<file path="config.mk">
export PLATFORM = sky130hd
export DESIGN_NAME = chorus_sample_scheduler
export DESIGN_NICKNAME = d
export VERILOG_FILES = /design/src/rtl/chorus_pkg.sv /design/src/rtl/chorus_sample_scheduler.sv
export SDC_FILE = /design/constraint.sdc
export NUM_CORES = 1
export LEC_CHECK = 0
export ABC_AREA = 1
export CAP_MARGIN = 30
export CELL_PAD_IN_SITES_DETAIL_PLACEMENT = 1
export CELL_PAD_IN_SITES_GLOBAL_PLACEMENT = 1
export CORE_UTILIZATION = 28
export DETAILED_ROUTE_END_ITERATION = 8
export HOLD_SLACK_MARGIN = 0.08
export PLACE_DENSITY = 0.83
export SETUP_SLACK_MARGIN = 0.2
export SLEW_MARGIN = 10
export SYNTH_ARGS = -nofsm -noshare
export SYNTH_HDL_FRONTEND = slang
export SYNTH_SLANG_ARGS = --single-unit
</file>
<file path="constraint.sdc">
create_clock -name clk -period 1.4 [get_ports clk]
set_input_delay 0.35 -clock clk [delete_from_list [all_inputs] [get_ports clk]]
set_output_delay 0.35 -clock clk [all_outputs]
set_load 0.005 [all_outputs]
</file>
<file path="src/rtl/chorus_pkg.sv">
// Shared constants and scheduler state encoding for the chorus datapath.
package chorus_pkg;

  localparam int CHORUS_DATA_W = 16;
  // Filter read latency; the filter uses this same constant.
  localparam int CHORUS_LAT    = 2;

  typedef enum logic [1:0] {
    IDLE   = 2'd0,
    STROBE = 2'd1,
    WAIT   = 2'd2,
    HOLD   = 2'd3
  } sched_state_t;

endpackage

</file>
<file path="src/rtl/chorus_sample_scheduler.sv">
// Per-sample sequencer: latch codec sample, pulse filter enable, wait LAT, present result.
// Optional CHORUS_SCHED_BYPASS_EN adds a bypass port routing the held input to out_data.
module chorus_sample_scheduler
  import chorus_pkg::*;
#(
  parameter int DATA_W = CHORUS_DATA_W,
  parameter int LAT    = CHORUS_LAT,
  parameter int DROP_W = 8
) (
  input  logic              clk,
  input  logic              reset,
  input  logic              in_valid,
  input  logic [DATA_W-1:0] in_data,
  output logic              in_ready,
`ifdef CHORUS_SCHED_BYPASS_EN
  input  logic              bypass,
`endif
  output logic              filt_enable,
  output logic [DATA_W-1:0] filt_data_in,
  input  logic [DATA_W-1:0] filt_data_out,
  output logic              out_valid,
  output logic [DATA_W-1:0] out_data,
  input  logic              out_ready,
  output logic              busy,
  output logic [DROP_W-1:0] drop_count
);

  localparam logic [3:0] WAIT_LAST = 4'(LAT - 1);

  sched_state_t      state_q, state_d;
  logic [3:0]        wcnt_q, wcnt_d;
  logic [DATA_W-1:0] fdin_q, fdin_d;
  logic              fen_q, fen_d;
  logic              ov_q, ov_d;
  logic [DATA_W-1:0] od_q, od_d;
  logic [DROP_W-1:0] drop_q, drop_d;
  logic [DATA_W-1:0] capture_src;

  assign in_ready = (state_q == IDLE) || ((state_q == HOLD) && out_ready);
  assign busy     = (state_q != IDLE);

`ifdef CHORUS_SCHED_BYPASS_EN
  // Filter is still strobed in bypass so its internal state keeps advancing.
  assign capture_src = bypass ? fdin_q : filt_data_out;
`else
  assign capture_src = filt_data_out;
`endif

  always_comb begin
    state_d = state_q;
    wcnt_d  = wcnt_q;
    fdin_d  = fdin_q;
    fen_d   = 1'b0;
    ov_d    = ov_q;
    od_d    = od_q;
    drop_d  = drop_q;

    if (in_valid && !in_ready && (drop_q != '1))
      drop_d = drop_q + 1'b1;

    case (state_q)
      IDLE: begin
        if (in_valid) begin
          fdin_d  = in_data;
          fen_d   = 1'b1;
          state_d = STROBE;
        end
      end
      STROBE: begin
        wcnt_d  = 4'd0;
        state_d = WAIT;
      end
      WAIT: begin
        if (wcnt_q == WAIT_LAST) begin
          od_d    = capture_src;
          ov_d    = 1'b1;
          state_d = HOLD;
        end else begin
          wcnt_d = wcnt_q + 4'd1;
        end
      end
      HOLD: begin
        if (out_ready) begin
          ov_d = 1'b0;
          // Completing the output and accepting the next sample share a cycle.
          if (in_valid) begin
            fdin_d  = in_data;
            fen_d   = 1'b1;
            state_d = STROBE;
          end else begin
            state_d = IDLE;
          end
        end
      end
      default: state_d = IDLE;
    endcase
  end

  always_ff @(posedge clk) begin
    if (reset) begin
      state_q <= IDLE;
      wcnt_q  <= '0;
      fdin_q  <= '0;
      fen_q   <= 1'b0;
      ov_q    <= 1'b0;
      od_q    <= '0;
      drop_q  <= '0;
    end else begin
      state_q <= state_d;
      wcnt_q  <= wcnt_d;
      fdin_q  <= fdin_d;
      fen_q   <= fen_d;
      ov_q    <= ov_d;
      od_q    <= od_d;
      drop_q  <= drop_d;
    end
  end

  assign filt_enable  = fen_q;
  assign filt_data_in = fdin_q;
  assign out_valid    = ov_q;
  assign out_data     = od_q;
  assign drop_count   = drop_q;

endmodule
</file>
* Yosys cells after proc, flatten, opt, wreduce, memory -nomap -nowiden *
Index checks and enable logic that the tools add are counted.

word-level totals
  register bits after elaboration = 48
  logic and storage cells = 49
  output and inout bits = 44
  bits of input ports = 36

cells by class
  reductions and logical operators = 15
  eq/ne operators = 9
  mux-type cells = 16
  add/sub/neg operators = 2

operators by type and width
  kind                                                 count
  two-way mux 16 bit                                   2
  one-hot mux 16 bit (2 select lines)                  1
  adder 8 x 1 -> 8 bit, second input constant          1
  inequality test 2 bit, second input constant         4
  inequality test 8 bit, second input constant         1
  one-hot mux 2 bit (4 select lines)                   1
  one-hot mux 4 bit (2 select lines)                   1
  nonzero test 2 bit                                   4
  two-way mux 2 bit                                    3
  AND reduction 2 bit                                  3
  AND reduction 3 bit                                  2
  two-way mux 1 bit                                    5
  adder 4 x 1 -> 4 bit, second input constant          1
  equality test 2 bit, second input constant           2
  equality test 4 x 1 -> 1 bit, second input constant  1
  two-way mux 4 bit                                    1
  one-hot mux 1 bit (2 select lines)                   2
  logical AND 1 bit                                    3
  equality test 2 x 1 -> 1 bit, second input constant  1
  logical NOT 2 bit                                    1
  logical NOT 1 bit                                    1
  logical OR 1 bit                                     1

* Longest topological paths before layout *
Gate-level depths: netlist of the first run.

  word-level depth = 6
  gate-level depth with buffers = 9

* Worst setup path after synthesis of the first run *
OpenSTA, ideal clock, no wires.

  path kind = register -> register
  start = register state_q[0]
  end = register fdin_q[15], in the netlist filt_data_in[15]
  cell stages (with the launch flop) = 10
  path buffers = 1
  setup time = 0.143 ns
  clock period less this slack = 1.445 ns
  slack = -0.045 ns
  arrival = 1.302 ns
  data required time = 1.257 ns
  cell sequence = dfxtp_1 > inv_1 > ha_1 > inv_2 > nor2_1 > nand2_2 > nand2_2 > buf_4 > nand2_1 > a21oi_1

between the ends
  longest elaborated chain between the ends = 3
  elaborated cells on any way between the ends = 6
  classes of those cells = eq/ne: 2; mux: 1; reduce/logical: 3

RTL lines
  item                                                                                 line                            text
  start, declared                                                                      chorus_sample_scheduler.sv:30   sched_state_t state_q, state_d;
  start signal, assigned                                                               chorus_sample_scheduler.sv:109  state_q <= state_d;
  equality test 2 bit / logical NOT 2 bit (equally long branches)                      chorus_sample_scheduler.sv:61   case (state_q)
  inequality test 2 bit (no source line) / nonzero test 2 bit (equally long branches)  -
  AND reduction 2 bit (no source line)                                                 -
  end signal, assigned                                                                 chorus_sample_scheduler.sv:111  fdin_q <= fdin_d;
  end, declared                                                                        chorus_sample_scheduler.sv:32   logic [DATA_W-1:0] fdin_q, fdin_d;

Several ways; a longest one is shown, not always the timed one.
A chain may end at the register's enable or synchronous reset.

* Worst setup path after layout of the first run *
  start = register state_q[0]
  end = register fdin_q[2], in the netlist filt_data_in[2]

Same word-level chain as after synthesis.

==> results.toml, run 1 <==
[layout]
syn2layout_area_growth_pct = 80.6
final_util_pct = 53.1
diodes = 0
drive_gt1_share_pct = 65.5
fillerInstances = 844
final_nets = 454
regArea_sq_um = 1030
multi_input_area_sq_um = 1470

[synthesis]
synth_warnings = 0
avgSynthCellArea_sq_um = 7.84
syn_nets = 320
ys_ff_latch = 48
synth-seq-area-share_pct = 44.5
synth_area_sq_um = 2160
synth_cell_types = 28
syn_inst = 275

[clock_network]
hold_buffers = 0
cts_tree = "done"
clk_latency_ns = 0.30
cts.htree.levels = 2
clk_path_buf_depth = 2
cts.clk_slew.worst_paths_ns = 0.09
clock_sinks = 48
cts_buffers = 5
cts-root-buf = "clkbuf_8"

[global_route]
antenna_found_initial = 0
grt_max_degree = 28
grt_use_total_pct = 20.5
grt_pass1_vias = 2677
grt_first_pass_wirelength_um = 13300
gr-total-overflow = 0

[detailed_routing]
first_pass_iters = 4
viasPerCell = 4.75
wire_per_inst_um = 15.8
vias = 2415
route.detailed.drc = 0
ant_nets = 0
drt-total-wl_um = 8030
first_iter_violations = 46

[timing]
period_share_pct = 110
finalHoldViolations = 0
fin_crit_ns = 1.54
worstMarginPinSlew_ns = 0.395
slew_headroom_pct = 73.6
setup_ws_ns = -0.137
tns_ns = -3.92
setup_viol = 45
grt_setup_unrepaired = "yes"
clock-skew-final_ns = 0.00597
drv_slew = 0
fmax_mhz = 651

[critical_path]
crit_path_end_kind = "flip-flop"
worstSetupStartpointType = "flip-flop"
crit_arrival_ns = 1.78
path_cells = "inv_4 > ha_4 > inv_4 > buf_6 > buf_6 > nor2_4 > nand2_8 > nand2_8 > nand2_1 > a21oi_2"
rrSetupSlack_ns = -0.14
rr_worst_depth = 10
critical_path_class = "reg -> reg"
max_stage_delay_ns = 0.39
worstPathRequired_ns = 1.64
cp_slowest_cell = "dfxtp_4"
cp_max_fo = 8

[place]
hpwl_um = 4750
post-place-ws_ns = -0.436
numPortBuffers = 79
routabilityCongestion = 0.769

[power_and_ir_drop]
peakVddDrop_uv = 518
p_leak_nw = 1.59
power_density_nw_per_um2 = 1460

[status]
violations = "setup timing"
outcome = "finished with violations"

[hold_path]
min_delay_path_depth = 2
hp-class = "reg -> reg"

[die]
start_util_pct = 29.4
ios = 80
rows = 31
die_h_um = 89.8
die_w_um = 89.8
core_area_sq_um = 7330
die_area_sq_um = 8060

[flow_run]
cap_violations = 0
-- critical path, delay by kind of cell (launching register included) --
family | cells | cell delay [ns]
compound gates | 1 | 0.13
fa+ha+maj | 1 | 0.14
buf+inv | 4 | 0.34
flops | 1 | 0.39
simple gates | 4 | 0.48
-- cells in the final DEF (no fill, tap or decap), types with 5 or more instances in the layout --
cell type and n:
a21oi_1 14, a21oi_2 29, buf_2 36, buf_4 45, buf_6 9, clkbuf_2 7
clkbuf_8 5, clkdlybuf4s50_1 33, dfxtp_2 39, dfxtp_4 5, inv_1 13, nand2_1 36
nand2_2 40, nand3_1 8, nand3_2 16, nor2_1 16
-- per-stage QoR --
| step | std cells | total power, mW | instance area, sq um | hold WS [ns] |
|---|---|---|---|---|
| after floorplan | 275 | 2.65 | 2220 | 0.462 |
| after global placement | 469 | 3.49 | 3250 | 0.455 |
| after detailed placement | 469 | 3.56 | 3250 | 0.460 |
| after CTS | 499 | 5.44 | 3800 | 0.424 |
| after global routing | 508 | 6.01 | 3890 | 0.458 |
| final | 508 | 5.68 | 3890 | 0.459 |
-- timing repair --
item                                    CTS  global route
endpoints found under the hold margin     0             0
setup buffers                            19             9
cloned                                    4             0
pin swaps                                40            16
endpoints found under the setup margin   91            61
gates resized for setup                 286            39
-- power by group --
part           internal (mW)  total (mW)  switching, mW
Clock                  0.632        1.11          0.482
Sequential              1.59        1.78          0.182
Combinational           1.38        2.79           1.40
-- layer usage --
metal | share of wire [%] | track usage [%] | wire length, um
met1 | 40 | 22.7 | 3190
met4 | 2.2 | 6.42 | 179
met3 | 4.9 | 5.16 | 392
met5 | 0 | 0 | 0
met2 | 53 | 38.1 | 4270
-- cell type report --
class / instances / area share, %
timing repair buffer: 135 / 27.0
tap: 99 / 3.18
inverter: 19 / 2.22
clock buffer: 6 / 2.41
clock inverter: 1 / 0.771
sequential: 48 / 26.4
timing repair inverter: 1 / 0.289
multi-input combinational: 199 / 37.7
-- final timing paths --
check,startpoint,end
worst min register to register,out_data[14],out_data[14]
worst max register to register,state_q[0],filt_data_in[2]
worst min-delay path,out_data[14],out_data[14]
worst max-delay path,state_q[0],filt_data_in[2]
-- sequential cells by signal (all words and copies together), names as in the netlist --
register	flops
wcnt_q	4
filt_enable	1
state_q	2
filt_data_in	16
out_data	16
out_valid	1
drop_count	8
-- cells in the mapped netlist, drive strengths merged --
master	count	area (sq um)
nand3b	1	7.51
nand4	2	12.5
nor2	22	92.6
nand3	28	165
o21bai	1	7.51
nand2	81	337
clkbuf	3	11.3
inv	19	73.8
o21ai	7	38.8
buf	7	55.1
o211ai	1	7.51
ha	9	113
or2	1	6.26
dfxtp	48	961
a21oi	43	253
a211oi	1	7.51
xor2	1	8.76
-- kinds of logic after synthesis --
kind of cell / count (synthesis) / share of synthesized area (%)
xor gates and xnor gates: 1 / 0.406
and+or+nand+nor: 135 / 28.8
AOI/OAI and AO/OA: 53 / 14.6
adders and majority gates: 9 / 5.22
buffers and inverters: 29 / 6.50
DFF: 48 / 44.5
No activity file was read; power rests on OpenSTA's default activity.
==> run 2: changes to the inputs <==
ABC_CLOCK_PERIOD_IN_PS = 1400   (was unset)
SLEW_MARGIN = unset   (was 10)
==> results of run 2 <==
No change in the layout: final DEF, timing and power equal those of run 1.
